==> src/rtl/decode_queue.sv <==
//==============================================================================
// Module      : decode_queue
// Description : Small in-order queue of decoded instructions. Each accepted
//               instruction is classified at push time (class, memory access
//               size/signedness, exception code) and stored alongside its pc
//               and instruction word. The head entry is presented on out_*.
// Ports       : clk, reset (sync, active-high), flush
//               in_valid/in_ready/in_pc/in_instr     - fetch side
//               out_valid/out_ready/out_pc/out_instr - consumer side
//               out_class/out_mem_size/out_mem_signed/out_exc_code - decode
//               count                                - entries held
// Revision    : 1.0 - initial release
//==============================================================================
`default_nettype none

module decode_queue #(
  parameter int DEPTH  = 4,
  parameter int EXT_EN = 1
) (
  input  logic                       clk,
  input  logic                       reset,
  input  logic                       flush,
  input  logic                       in_valid,
  output logic                       in_ready,
  input  logic [31:0]                in_pc,
  input  logic [31:0]                in_instr,
  output logic                       out_valid,
  input  logic                       out_ready,
  output logic [31:0]                out_pc,
  output logic [31:0]                out_instr,
  output logic [2:0]                 out_class,
  output logic [1:0]                 out_mem_size,
  output logic                       out_mem_signed,
  output logic [4:0]                 out_exc_code,
  output logic [$clog2(DEPTH):0]     count
);

  localparam int PW = $clog2(DEPTH);
  localparam int CW = PW + 1;

  localparam logic [2:0] c_CLS_RTYPE  = 3'd0;
  localparam logic [2:0] c_CLS_BRANCH = 3'd1;
  localparam logic [2:0] c_CLS_IMM    = 3'd2;
  localparam logic [2:0] c_CLS_LOAD   = 3'd3;
  localparam logic [2:0] c_CLS_STORE  = 3'd4;
  localparam logic [2:0] c_CLS_EXC    = 3'd7;

  localparam logic [1:0] c_SZ_BYTE = 2'd0;
  localparam logic [1:0] c_SZ_HALF = 2'd1;
  localparam logic [1:0] c_SZ_WORD = 2'd2;

  localparam logic [4:0] c_EXC_ADEL = 5'd4;
  localparam logic [4:0] c_EXC_RI   = 5'd10;

  localparam logic c_EXT = (EXT_EN != 0);

  // Storage
  logic [31:0] r_pc_mem    [DEPTH];
  logic [31:0] r_instr_mem [DEPTH];
  logic [2:0]  r_class_mem [DEPTH];
  logic [1:0]  r_size_mem  [DEPTH];
  logic        r_sign_mem  [DEPTH];
  logic [4:0]  r_exc_mem   [DEPTH];

  logic [PW-1:0] r_wptr;
  logic [PW-1:0] r_rptr;
  logic [CW-1:0] r_count;

  logic       w_push;
  logic       w_pop;
  logic [5:0] w_op;
  logic [2:0] w_class;
  logic [1:0] w_size;
  logic       w_sign;
  logic [4:0] w_exc;

  assign in_ready  = (r_count < CW'(DEPTH)) && !reset;
  assign out_valid = (r_count != '0);
  assign w_push    = in_valid && in_ready && !flush;
  assign w_pop     = out_valid && out_ready && !flush;
  assign count     = r_count;

  assign out_pc         = r_pc_mem[r_rptr];
  assign out_instr      = r_instr_mem[r_rptr];
  assign out_class      = r_class_mem[r_rptr];
  assign out_mem_size   = r_size_mem[r_rptr];
  assign out_mem_signed = r_sign_mem[r_rptr];
  assign out_exc_code   = r_exc_mem[r_rptr];

  assign w_op = in_instr[31:26];

  // Decode of the incoming instruction. A misaligned pc wins over any
  // opcode decode, including the reserved-instruction fallback.
  always_comb begin
    w_class = c_CLS_EXC;
    w_size  = c_SZ_BYTE;
    w_sign  = 1'b0;
    w_exc   = c_EXC_RI;
    case (w_op)
      6'h00: begin w_class = c_CLS_RTYPE; w_exc = '0; end
      6'h02, 6'h03, 6'h04, 6'h05: begin w_class = c_CLS_BRANCH; w_exc = '0; end
      6'h09, 6'h0A, 6'h0B, 6'h0C, 6'h0D, 6'h0E, 6'h0F: begin
        w_class = c_CLS_IMM; w_exc = '0;
      end
      6'h23: begin w_class = c_CLS_LOAD; w_size = c_SZ_WORD; w_sign = 1'b1; w_exc = '0; end
      6'h2B: begin w_class = c_CLS_STORE; w_size = c_SZ_WORD; w_exc = '0; end
      6'h01, 6'h06, 6'h07: if (c_EXT) begin w_class = c_CLS_BRANCH; w_exc = '0; end
      6'h20: if (c_EXT) begin w_class = c_CLS_LOAD; w_size = c_SZ_BYTE; w_sign = 1'b1; w_exc = '0; end
      6'h21: if (c_EXT) begin w_class = c_CLS_LOAD; w_size = c_SZ_HALF; w_sign = 1'b1; w_exc = '0; end
      6'h24: if (c_EXT) begin w_class = c_CLS_LOAD; w_size = c_SZ_BYTE; w_exc = '0; end
      6'h25: if (c_EXT) begin w_class = c_CLS_LOAD; w_size = c_SZ_HALF; w_exc = '0; end
      6'h28: if (c_EXT) begin w_class = c_CLS_STORE; w_size = c_SZ_BYTE; w_exc = '0; end
      6'h29: if (c_EXT) begin w_class = c_CLS_STORE; w_size = c_SZ_HALF; w_exc = '0; end
      default: ;
    endcase
    if (in_pc[1:0] != 2'b00) begin
      w_class = c_CLS_EXC;
      w_size  = c_SZ_BYTE;
      w_sign  = 1'b0;
      w_exc   = c_EXC_ADEL;
    end
  end

  always_ff @(posedge clk) begin
    if (reset) begin
      r_wptr  <= '0;
      r_rptr  <= '0;
      r_count <= '0;
      for (int i = 0; i < DEPTH; i++) begin
        r_pc_mem[i]    <= '0;
        r_instr_mem[i] <= '0;
        r_class_mem[i] <= '0;
        r_size_mem[i]  <= '0;
        r_sign_mem[i]  <= 1'b0;
        r_exc_mem[i]   <= '0;
      end
    end else if (flush) begin
      r_wptr  <= '0;
      r_rptr  <= '0;
      r_count <= '0;
    end else begin
      if (w_push) begin
        r_pc_mem[r_wptr]    <= in_pc;
        r_instr_mem[r_wptr] <= in_instr;
        r_class_mem[r_wptr] <= w_class;
        r_size_mem[r_wptr]  <= w_size;
        r_sign_mem[r_wptr]  <= w_sign;
        r_exc_mem[r_wptr]   <= w_exc;
        r_wptr <= (r_wptr == PW'(DEPTH - 1)) ? '0 : r_wptr + 1'b1;
      end
      if (w_pop) begin
        r_rptr <= (r_rptr == PW'(DEPTH - 1)) ? '0 : r_rptr + 1'b1;
      end
      if (w_push && !w_pop) begin
        r_count <= r_count + 1'b1;
      end else if (w_pop && !w_push) begin
        r_count <= r_count - 1'b1;
      end
    end
  end

endmodule

`default_nettype wire

==> config.mk <==
export PLATFORM = sky130hd
export DESIGN_NAME = decode_queue
export DESIGN_NICKNAME = d
export VERILOG_FILES = /design/src/rtl/decode_queue.sv
export SDC_FILE = /design/constraint.sdc
export NUM_CORES = 1
export LEC_CHECK = 0
export BUFFER_PORTS_ARGS = -buffer_cell sky130_fd_sc_hd__buf_2
export CAP_MARGIN = 10
export CELL_PAD_IN_SITES_DETAIL_PLACEMENT = 1
export CELL_PAD_IN_SITES_GLOBAL_PLACEMENT = 2
export CORE_MARGIN = 8
export CORE_UTILIZATION = 39
export DETAILED_ROUTE_END_ITERATION = 10
export PLACE_DENSITY = 0.74
export SLEW_MARGIN = 30
export SYNTH_ARGS = -nofsm -noshare
export SYNTH_HDL_FRONTEND = slang
export SYNTH_SLANG_ARGS = --single-unit
export TNS_END_PERCENT = 100
==> constraint.sdc <==
create_clock -name clk -period 3.55 [get_ports clk]
set_input_delay 0.355 -clock clk [delete_from_list [all_inputs] [get_ports clk]]
set_output_delay 0.355 -clock clk [all_outputs]
set_load 0.02 [all_outputs]
* After elaboration in Yosys (flattened, before gate mapping)
Memories as Yosys holds them, arrays and structs flattened. A register that Yosys moved wholly into a read port is not among the register bits.
Cells that the tools add are included.
** Cells by class
- Add/subtract/negate cells :: 4
- Magnitude comparators :: 1
- Eq/ne operators :: 24
- Muxes and demuxes :: 48
- Reduce and logical (&&, ||, !) cells :: 30
** Operator list (count)
- $mux 32 :: 2
- $reduce_or 32->1 :: 2
- $eq 6x6->1 const B :: 8
- $mux 2 :: 22
- $eq 6x4->1 const B :: 7
- $eq 6x3->1 const B :: 4
- $reduce_or 23->1 :: 1
- $mux 1 :: 15
- $pmux 3 s5 :: 1
- $reduce_or 7->1 :: 2
- $eq 6x2->1 const B :: 2
- $mux 3 :: 4
- $reduce_or 3->1 :: 4
- $mux 5 :: 2
- $reduce_or 5->1 :: 2
- $logic_and 1x1->1 :: 7
- $eq 6x1->1 const B :: 1
- $logic_not 6->1 :: 1
- $reduce_or 2->1 :: 3
- $add 2x1->2 const B :: 2
- $eq 2x2->1 const B :: 2
- $logic_not 1->1 :: 4
- $mux 4 :: 1
- $pmux 2 s2 :: 1
- other kinds (6) :: 7
** Word-level totals
- Flip-flop bits (word level) :: 7
- Bits in writable memories :: 300
- Logic and storage cells :: 116
- Memories kept :: 6
** Memory list
- r_instr_mem :: words 4, width 32, read ports 1, clocked after Yosys merged registers in 1, write ports 4, RTL line 59 : logic [31:0] r_instr_mem [DEPTH];
- r_pc_mem :: words 4, width 32, read ports 1, clocked after Yosys merged registers in 1, write ports 4, RTL line 58 : logic [31:0] r_pc_mem [DEPTH];
- r_exc_mem :: words 4, width 5, read ports 1, clocked after Yosys merged registers in 1, write ports 4, RTL line 63 : logic [4:0] r_exc_mem [DEPTH];
- r_class_mem :: words 4, width 3, read ports 1, clocked after Yosys merged registers in 1, write ports 4, RTL line 60 : logic [2:0] r_class_mem [DEPTH];
- r_size_mem :: words 4, width 2, read ports 1, clocked after Yosys merged registers in 1, write ports 4, RTL line 61 : logic [1:0] r_size_mem [DEPTH];
- r_sign_mem :: words 4, width 1, read ports 1, clocked after Yosys merged registers in 1, write ports 4, RTL line 62 : logic r_sign_mem [DEPTH];

* Logic depth before layout (Yosys ltp)
Gate-level depths: netlist of the first run.
- Depth in word-level cells :: 10
- Mapped depth :: 11
- Depth with buffers taken out :: 9

* Worst setup path before layout of the first run
OpenSTA, ideal clock, no wires.
- Path kind :: input-to-reg
- Start :: input port reset
- End :: memory r_class_mem[0][0] (enable)
- Arrival :: 2898 ps
- Required time :: 3108 ps
- Setup slack :: 210 ps
- Cell stages on the path :: 5
- Buffers on the path :: 2
- Path through :: buf_6 nor3_1 clkbuf_1 nand2_1 nand2b_1
** RTL lines
- start, declared :: RTL line 21 : input logic reset,
- end, declared :: RTL line 60

==> flow_metrics.tcl, run 1 <==
set metrics [dict create \
    clk_latency_ns 0.50 \
    irDropWorstVdd_uv 257 \
    clock_skew_ns 0.0118 \
    place.gp.congestion 0.727 \
    cts.path.max_buffers 3 \
    switching_share_pct 21.8 \
    path_max_fanout 18 \
    yosys_warnings 0 \
    tightest_slew_ns 0.763 \
    p_int_mw 6.17 \
    layout.nets 1011 \
    die-area_sq_um 39400 \
    cts_tree "yes" \
    drt_iter0_markers 453 \
    crit_path_end_kind "primary output" \
    post_cts_resized 0 \
    hpwl_um 19500 \
    cts_hold_buf 0 \
    avgViaCountPerCell 5.16 \
    yosys_register_bits 297 \
    period_share_pct 75.6 \
    cap_violations 0 \
    dpl.cell_count 1350 \
    dr_total_vias 7279 \
    start_util_pct 39.1 \
    seqPwrFrac_pct 51.4 \
    drc 0 \
    avgSynthCellArea_sq_um 16.2 \
    start_kind "register" \
    root_buffer "clkbuf_16" \
    seq_area_frac_synth_pct 68.0 \
    syn_to_final_growth_pct 18.3 \
    fp.dieW_um 199 \
    synth_ff_type "edfxtp_1" \
    num_rows 67 \
    drv_slew 0 \
    port_buffers 146 \
    ant_nets 0 \
    fmax_ghz 0.373 \
    finalSetupTns_ns 0 \
    syn_inst 800 \
    postCtsSetupRepairBufs 0 \
    power_density_nw_per_um2 514 \
    detail_route.wl_per_cell_um 23.1 \
    dr.pass1.iters 4 \
    pin_count 149 \
    required_ns 3.19 \
    layout_commonest_cell "edfxtp_1" \
    yosysUniqueCellTypes 47 \
    synthArstFlopShare_pct 0 \
    p_sw_mw 1.72 \
    final_cells 1412 \
    numCtsBuffers 34 \
    layout_common_cells "edfxtp_1 (288), and2_1 (189), buf_2 (146)" \
    synth_edf_count 288 \
    die_h_um 199 \
    rsz0062_at_grt "no" \
    core_sq_um 33200 \
    finalWirelength_um 32600 \
    outcome "complete, no violations" \
    clkPwrFrac_pct 41.6 \
    finalSetupViolCount 0 \
    cp_data_arrival_time_ns 2.33 \
    syn_area_sq_um 13000 \
    drive_above_1_share_pct 30.9 \
    antenna_found_initial 2 \
    hp-class "in2reg" \
    crit_type "reg2out" \
    hold_violations 0 \
    cts.clk_slew.worst_paths_ns 0.06 \
    grt_pass1_wl_um 49500 \
    min_period_ns 2.68 \
    p_leak_nw 5.97 \
    grt_max_degree 65 \
    slew_headroom_pct 49.2 \
    htree_levels 2 \
    grt-ovfl-total 0 \
    grt_usage_pct 16.6 \
    cts.sinks 297 \
    grt_pass1_vias 8195 \
    combPwrFrac_pct 7.0 \
]
==> area by class of cell <==
class	instances	area, sq um
clock buffer	47	963
sequential	297	8840
inverter	7	31.3
multi-input combinational	433	3900
fill	3298	17800
clock inverter	14	85.1
timing repair buffer	165	986
antenna	1	2.50
tap	448	561
==> power groups by stage <==
| stage | combinational [mW] | clock (mW) | sequential [mW] |
|---|---|---|---|
| after floorplan | 0.321 | 0 | 4.12 |
| after global placement | 0.560 | 0 | 4.12 |
| after detailed placement | 0.564 | 0 | 4.13 |
| after CTS | 0.566 | 3.38 | 4.06 |
| after global routing | 0.595 | 3.51 | 4.07 |
| final | 0.552 | 3.29 | 4.05 |
==> Yosys cell counts (2+ instances only) <==
cell type | count | area (sq um)
buf_6 | 2 | 22.5
buf_4 | 4 | 30.0
nand3b_1 | 2 | 15.0
buf_2 | 9 | 45.0
xor2_1 | 2 | 17.5
a211oi_1 | 2 | 15.0
ha_1 | 3 | 37.5
nor3_1 | 4 | 20.0
nor2_2 | 3 | 18.8
nor2_1 | 41 | 154
a31oi_1 | 2 | 12.5
edfxtp_1 | 288 | 8650
or3_1 | 5 | 31.3
mux2i_1 | 3 | 30.0
nand2b_1 | 5 | 31.3
mux4_2 | 72 | 1620
and2_1 | 189 | 1180
inv_1 | 6 | 22.5
nor2b_1 | 2 | 12.5
and3_1 | 64 | 400
dfxtp_1 | 9 | 180
a211o_1 | 2 | 17.5
clkbuf_1 | 49 | 184
a21oi_1 | 3 | 15.0
or2_2 | 2 | 12.5
nand3_1 | 2 | 10.0
nand2_1 | 5 | 18.8
==> routing by layer <==
layer,global-route usage [%],wire length [um]
met2,28.9,16200
met1,21.6,14500
met3,2.98,1330
met4,3.57,482
met5,0,13
==> sequential cells by signal (all words and copies together), names as in the netlist, 3 cells and up, named ones only <==
| name | cells |
|---|---|
| r_pc_mem | 128 |
| r_class_mem | 12 |
| r_size_mem | 8 |
| count | 3 |
| r_instr_mem | 128 |
| r_exc_mem | 8 |
| r_sign_mem | 4 |
==> through the flow <==
step,total power [mW],setup WS (ns),hold slack [ns],cell area (sq um),util (%)
2_1_floorplan,4.44,0.210,0.454,13000,-
3_3_place_gp,4.68,0.873,0.475,14300,43.1
3_5_place_dp,4.69,0.857,0.479,14300,43.1
4_1_cts,8.01,0.771,0.138,15400,46.3
5_1_grt,8.17,0.727,0.157,15400,46.3
6_report,7.89,0.866,0.162,15400,46.3
==> final timing paths <==
kind	endpoint	start	depth (start not counted)	slack, ns
max	out_instr[29]	register	3	0.87
min	r_pc_mem[1][25]	in_pc[25]	2	0.16
max reg2reg	count[2]	count[2]	8	0.98
min reg2reg	register	r_rptr[0]	2	0.49
==> logic make-up (layout without fill, tap and decap cells) <==
| kind of cell | Yosys count | in the layout | share of synthesized area, % |
|---|---|---|---|
| compound gates | 18 | 18 | 1.01 |
| xor+xnor | 2 | 2 | 0.135 |
| fa+ha+maj | 4 | 4 | 0.443 |
| buf+inv | 71 | 233 | 2.41 |
| flops | 297 | 297 | 68.0 |
| mux | 75 | 75 | 12.7 |
| other cells | 1 | 3 | 0.0289 |
| simple gates | 332 | 332 | 15.3 |
==> worst max-delay path, cell delays in order (launching register included) <==
cell and delay, ns:
dfxtp_4 0.63, buf_4 0.40, mux4_2 0.60, buf_2 0.19
No activity file was read; power rests on OpenSTA's default activity.
==> inputs of run 2 (changes only) <==
Clock period 3.55 ns to 2.4 ns, I/O delays scaled along.
==> run 2 against run 1 <==
Clock-buffer cell count is 4 lower. Register-to-register slack got worse by 0.87 ns. Combinational power rose by 54%. Die area unchanged. Power up 55%. Non-clock buffer count grew 15. Hold slack lost 0.12 ns. Sequential share of layout area is 1.3 points lower. Highest routed layer unchanged.
==> flow_metrics.tcl, run 2 (synthesis results as in run 1) <==
set metrics [dict create \
    hold_violations 0 \
    hold_end "r_instr_mem[3][9]" \
    min_period_ns 2.29 \
    combPwrFrac_pct 6.9 \
    reg_top3 "r_instr_mem x128, r_pc_mem x128, r_class_mem x12" \
    cts_tree "yes" \
    cts.clk_slew.worst_paths_ns 0.06 \
    tightest_slew_ns 0.752 \
    die_h_um 199 \
    critical-path-max-stage-delay_ns 0.43 \
    fp.dieW_um 199 \
    fillCellCount 3293 \
    dr.pass1.iters 4 \
    path_cells "or3_1, nand2_2, or2_2, ha_1, inv_1, fa_1, xor2_1, or3_1, a21oi_1" \
    clk_latency_ns 0.51 \
    layout.nets 1027 \
    switching_share_pct 22.0 \
    port_buffers 146 \
    clock_skew_ns 0.00613 \
    clkPwrFrac_pct 44.1 \
    hold_slack_ns 0.0422 \
    dr_total_vias 7310 \
    cts.sinks 297 \
    r2r-start "count[2]" \
    grt_max_degree 67 \
    finalWirelength_um 32800 \
    required_ns 2.84 \
    crit_buf_inv 1 \
    start_util_pct 39.1 \
    power_density_nw_per_um2 778 \
    cts.path.max_buffers 3 \
    placed_area_sq_um 14500 \
    hp-class "in2reg" \
    p_leak_nw 6.15 \
    reg2reg_depth 9 \
    detail_route.wl_per_cell_um 22.9 \
    htree_levels 2 \
    seqPwrFrac_pct 48.9 \
    cp_data_arrival_time_ns 2.73 \
    drt_iter0_markers 418 \
    min_from "in_instr[9]" \
    pin_count 149 \
    holdPathStages 2 \
    postLayoutCellArea_sq_um 15700 \
    outcome "complete, no violations" \
    regToRegSetupSlack_ns 0.11 \
    antenna_found_initial 2 \
    die-area_sq_um 39400 \
    grt_pass1_wl_um 49300 \
    fmax_ghz 0.436 \
    critical_path.slowest_cell "or3_1" \
    core_sq_um 33200 \
    rsz0062_at_grt "no" \
    period_share_pct 95.5 \
    irDropWorstVdd_uv 539 \
    crit_top_cell "or3_1" \
    cp_top_family "simple AND/OR/NAND/NOR gates" \
    place.gp.congestion 0.727 \
    cap_violations 0 \
    crit_path_end_kind "register" \
    avgViaCountPerCell 5.11 \
    p_sw_mw 2.69 \
    syn_to_final_growth_pct 21.0 \
    grt_pass1_vias 7990 \
    timing.rr.end "count[2]" \
    root_buffer "clkbuf_16" \
    path_max_fanout 6 \
    slew_headroom_pct 49.9 \
    finalSetupViolCount 0 \
    drive_above_1_share_pct 33.1 \
    cts_hold_buf 0 \
    crit_type "reg2reg" \
    layout_common_cells "edfxtp_1 (288), and2_1 (189), buf_2 (146)" \
    start_kind "register" \
    numCtsBuffers 35 \
    num_rows 67 \
    layout_commonest_cell "edfxtp_1" \
    drv_slew 0 \
    grt_usage_pct 16.6 \
    grt-ovfl-total 0 \
    finalSetupTns_ns 0 \
    ant_nets 0 \
    drc 0 \
    p_int_mw 9.55 \
    hpwl_um 19200 \
]
==> run 2: how the worst max path moves through the flow <==
stage	from	end	slack [ns]	cells past startpoint
6_report	count[2]	count[2]	0.11	9
5_1_grt	count[2]	count[2]	0.01	9
4_1_cts	register	out_instr[9]	0.01	3
3_5_place_dp	count[2]	count[2]	0.09	9
3_3_place_gp	count[2]	count[2]	0.13	9
2_1_floorplan	count[2]	count[2]	0.004	9
==> run 2: repair_timing <==
| action | in CTS | in global routing |
|---|---|---|
| gates resized for setup | 0 | 2 |
| setup endpoints to repair | 0 | 11 |
| setup buffers | 0 | 3 |
==> run 2: power groups by stage <==
stage                     logic, mW  clock network [mW]  registers, mW
after floorplan               0.479                   0           6.08
after detailed placement      0.865                   0           6.10
final                         0.850                5.40           5.99
after global routing          0.916                5.69           6.01
after global placement        0.860                   0           6.09
after CTS                     0.868                5.54           5.99
==> run 2: per-layer routing <==
layer	vias to the layer above	wire [um]	global-route usage [%]
met3	40	1410	2.84
met5	-	13	0
met4	2	461	3.84
met2	174	16200	28.3
li1	3308	-	-
met1	3786	14700	22.0
==> run 2: cell type report <==
type	count	area (sq um)	share of cell area [%]
sequential	297	8840	56.2
multi-input combinational	433	3900	24.8
timing repair buffer	180	1220	7.75
clock buffer	43	927	5.90
tap	448	561	3.57
clock inverter	20	240	1.53
inverter	7	31.3	0.199
antenna	2	5.00	0.0318
==> run 2: through the flow <==
stage / total power, mW / cells / util [%] / setup WS (ns)
CTS: 12.4 / 1425 / 47.2 / 0.0138
global route: 12.6 / 1429 / 47.3 / 0.0104
global placement: 6.95 / 1362 / 43.7 / 0.129
detailed placement: 6.97 / 1362 / 43.7 / 0.0905
finish: 12.2 / 1430 / 47.4 / 0.108
floorplan: 6.56 / 801 / - / 0.00392
==> inputs of run 3 (changes only) <==
--- a/config.mk
+++ b/config.mk
@@ -15,2 +15,3 @@
 export PLACE_DENSITY = 0.74
+export SKIP_LAST_GASP = 1
 export SLEW_MARGIN = 30
==> constraint.sdc (replaced) <==
create_clock -name clk -period 2.4 [get_ports clk]
set_input_delay 0.36 -clock clk [delete_from_list [all_inputs] [get_ports clk]]
set_output_delay 0.36 -clock clk [all_outputs]
set_load 0.02 [all_outputs]
==> run 3 against run 2 <==
Wire length fell by 0.25%. Non-clock buffer count rose by 4. Fmax fell by 1.8%. Sequential power barely moved. Cell area fell by 0.41%. Clock power fell by 8.9%. Register-to-register slack improved by 0.02 ns. Sequential share of layout area rose by 0.23 points. Power fell by 3.9%. Die area did not move. First-iteration DRC count fell by 15%. Largest power group unchanged.
==> flow_metrics.tcl, run 3 (synthesis results as in run 1) <==
set metrics [dict create \
    outcome "complete, no violations" \
    crit_type "reg2out" \
    start_util_pct 39.1 \
    required_ns 2.04 \
    fp.dieW_um 199 \
    switching_share_pct 21.7 \
    critical-path-max-stage-delay_ns 0.58 \
    fmax_ghz 0.428 \
    layout_common_cells "edfxtp_1 (288), and2_1 (189), buf_2 (146)" \
    critical_path.slowest_cell "mux4_2" \
    grt-ovfl-total 0 \
    slew_headroom_pct 63.1 \
    clkPwrFrac_pct 41.8 \
    postLayoutCellArea_sq_um 15700 \
    syn_to_final_growth_pct 20.5 \
    seqCellArea_sq_um 8840 \
    dr.pass1.iters 4 \
    p_total_mw 11.8 \
    combPwrFrac_pct 7.3 \
    ant_nets 0 \
    hpwl_um 19600 \
    antennaDiodeCount 0 \
    cts.clk_slew.worst_paths_ns 0.06 \
    crit_buf_inv 2 \
    hold_slack_ns 0.168 \
    min_period_ns 2.34 \
    core_sq_um 33200 \
    numCtsBuffers 34 \
    hp-class "in2reg" \
    path_max_fanout 23 \
    hold_violations 0 \
    dr_total_vias 7253 \
    cts_tree "yes" \
    irDropWorstVdd_uv 576 \
    finalSetupTns_ns 0 \
    die-area_sq_um 39400 \
    p_leak_nw 6.13 \
    path_cells "buf_16, mux4_2, buf_2" \
    post-place-ws_ns 0.0534 \
    cts.sinks 297 \
    num_rows 67 \
    detail_route.wl_per_cell_um 22.9 \
    place.gp.congestion 0.740 \
    tightest_slew_ns 0.551 \
    seqPwrFrac_pct 50.9 \
    crit_path_end_kind "primary output" \
    finalWirelength_um 32700 \
    port_buffers 146 \
    drv_slew 0 \
    antenna_found_initial 1 \
    avgViaCountPerCell 5.08 \
    grt_max_degree 62 \
    finalSetupViolCount 0 \
    layout_commonest_cell "edfxtp_1" \
    cap_violations 0 \
    grt_pass1_vias 8072 \
    fin_ws_ns 0.0649 \
    pin_count 149 \
    dpl.cell_count 1366 \
    drive_above_1_share_pct 32.9 \
    grt_pass1_wl_um 49400 \
    placed_area_sq_um 14600 \
    multi_input_area_sq_um 3900 \
    reg_top3 "r_instr_mem x128, r_pc_mem x128, r_class_mem x12" \
    start_kind "register" \
    p_sw_mw 2.55 \
    final_cells 1427 \
    power_density_nw_per_um2 751 \
    fillCellCount 3309 \
    final_core_utilization_pct 47.2 \
    drc 0 \
    drt_iter0_markers 357 \
    grt_usage_pct 16.6 \
    p_int_mw 9.21 \
    cp_top_family "multiplexers" \
    cts.path.max_buffers 3 \
    period_share_pct 97.3 \
    root_buffer "clkbuf_16" \
    htree_levels 2 \
    clock_skew_ns 0.0137 \
    rsz0062_at_grt "yes" \
    cp_data_arrival_time_ns 1.98 \
    die_h_um 199 \
    clk_latency_ns 0.50 \
    layout.nets 1030 \
]
[run 3: timing repair]
action	4_1_cts	5_1_grt
resized for setup	0	1
setup buffers	2	1
hold buffers	0	0
setup endpoints to repair	49	10
[run 3: final cells by class]
cell class	instances	area share (%)
inverters	7	0.200
multi-input cells	433	24.9
well taps	448	3.58
repair buffers	184	8.10
flip-flops and latches	297	56.4
clock inverters	11	0.495
clock buffers	47	6.28
[run 3: path summary, 6_finish.rpt]
check             startpoint               to  slack [ns]  cells after the start
setup / recovery    register    out_instr[29]        0.06                      3
hold reg to reg    r_rptr[1]         register        0.49                      2
setup reg to reg    count[2]         count[2]        0.13                      9
hold / removal     in_pc[16]  r_pc_mem[1][16]        0.17                      2
[run 3: metal layers]
metal	share of wire (%)	wire length (um)	GRT usage, %	vias to the layer above
li1	-	-	-	3320
met1	44	14400	21.6	3751
met2	50	16300	28.6	142
met3	4.5	1460	3.21	38
met4	1.7	552	3.98	2
met5	0.040	13	0	-
[run 3: power by group through the flow]
stage | clock (mW) | combinational [mW] | sequential (mW)
6_report | 4.92 | 0.857 | 5.99
5_1_grt | 5.24 | 0.926 | 6.01
4_1_cts | 5.06 | 0.881 | 5.99
3_5_place_dp | 0 | 0.875 | 6.10
3_3_place_gp | 0 | 0.871 | 6.09
2_1_floorplan | 0 | 0.479 | 6.08
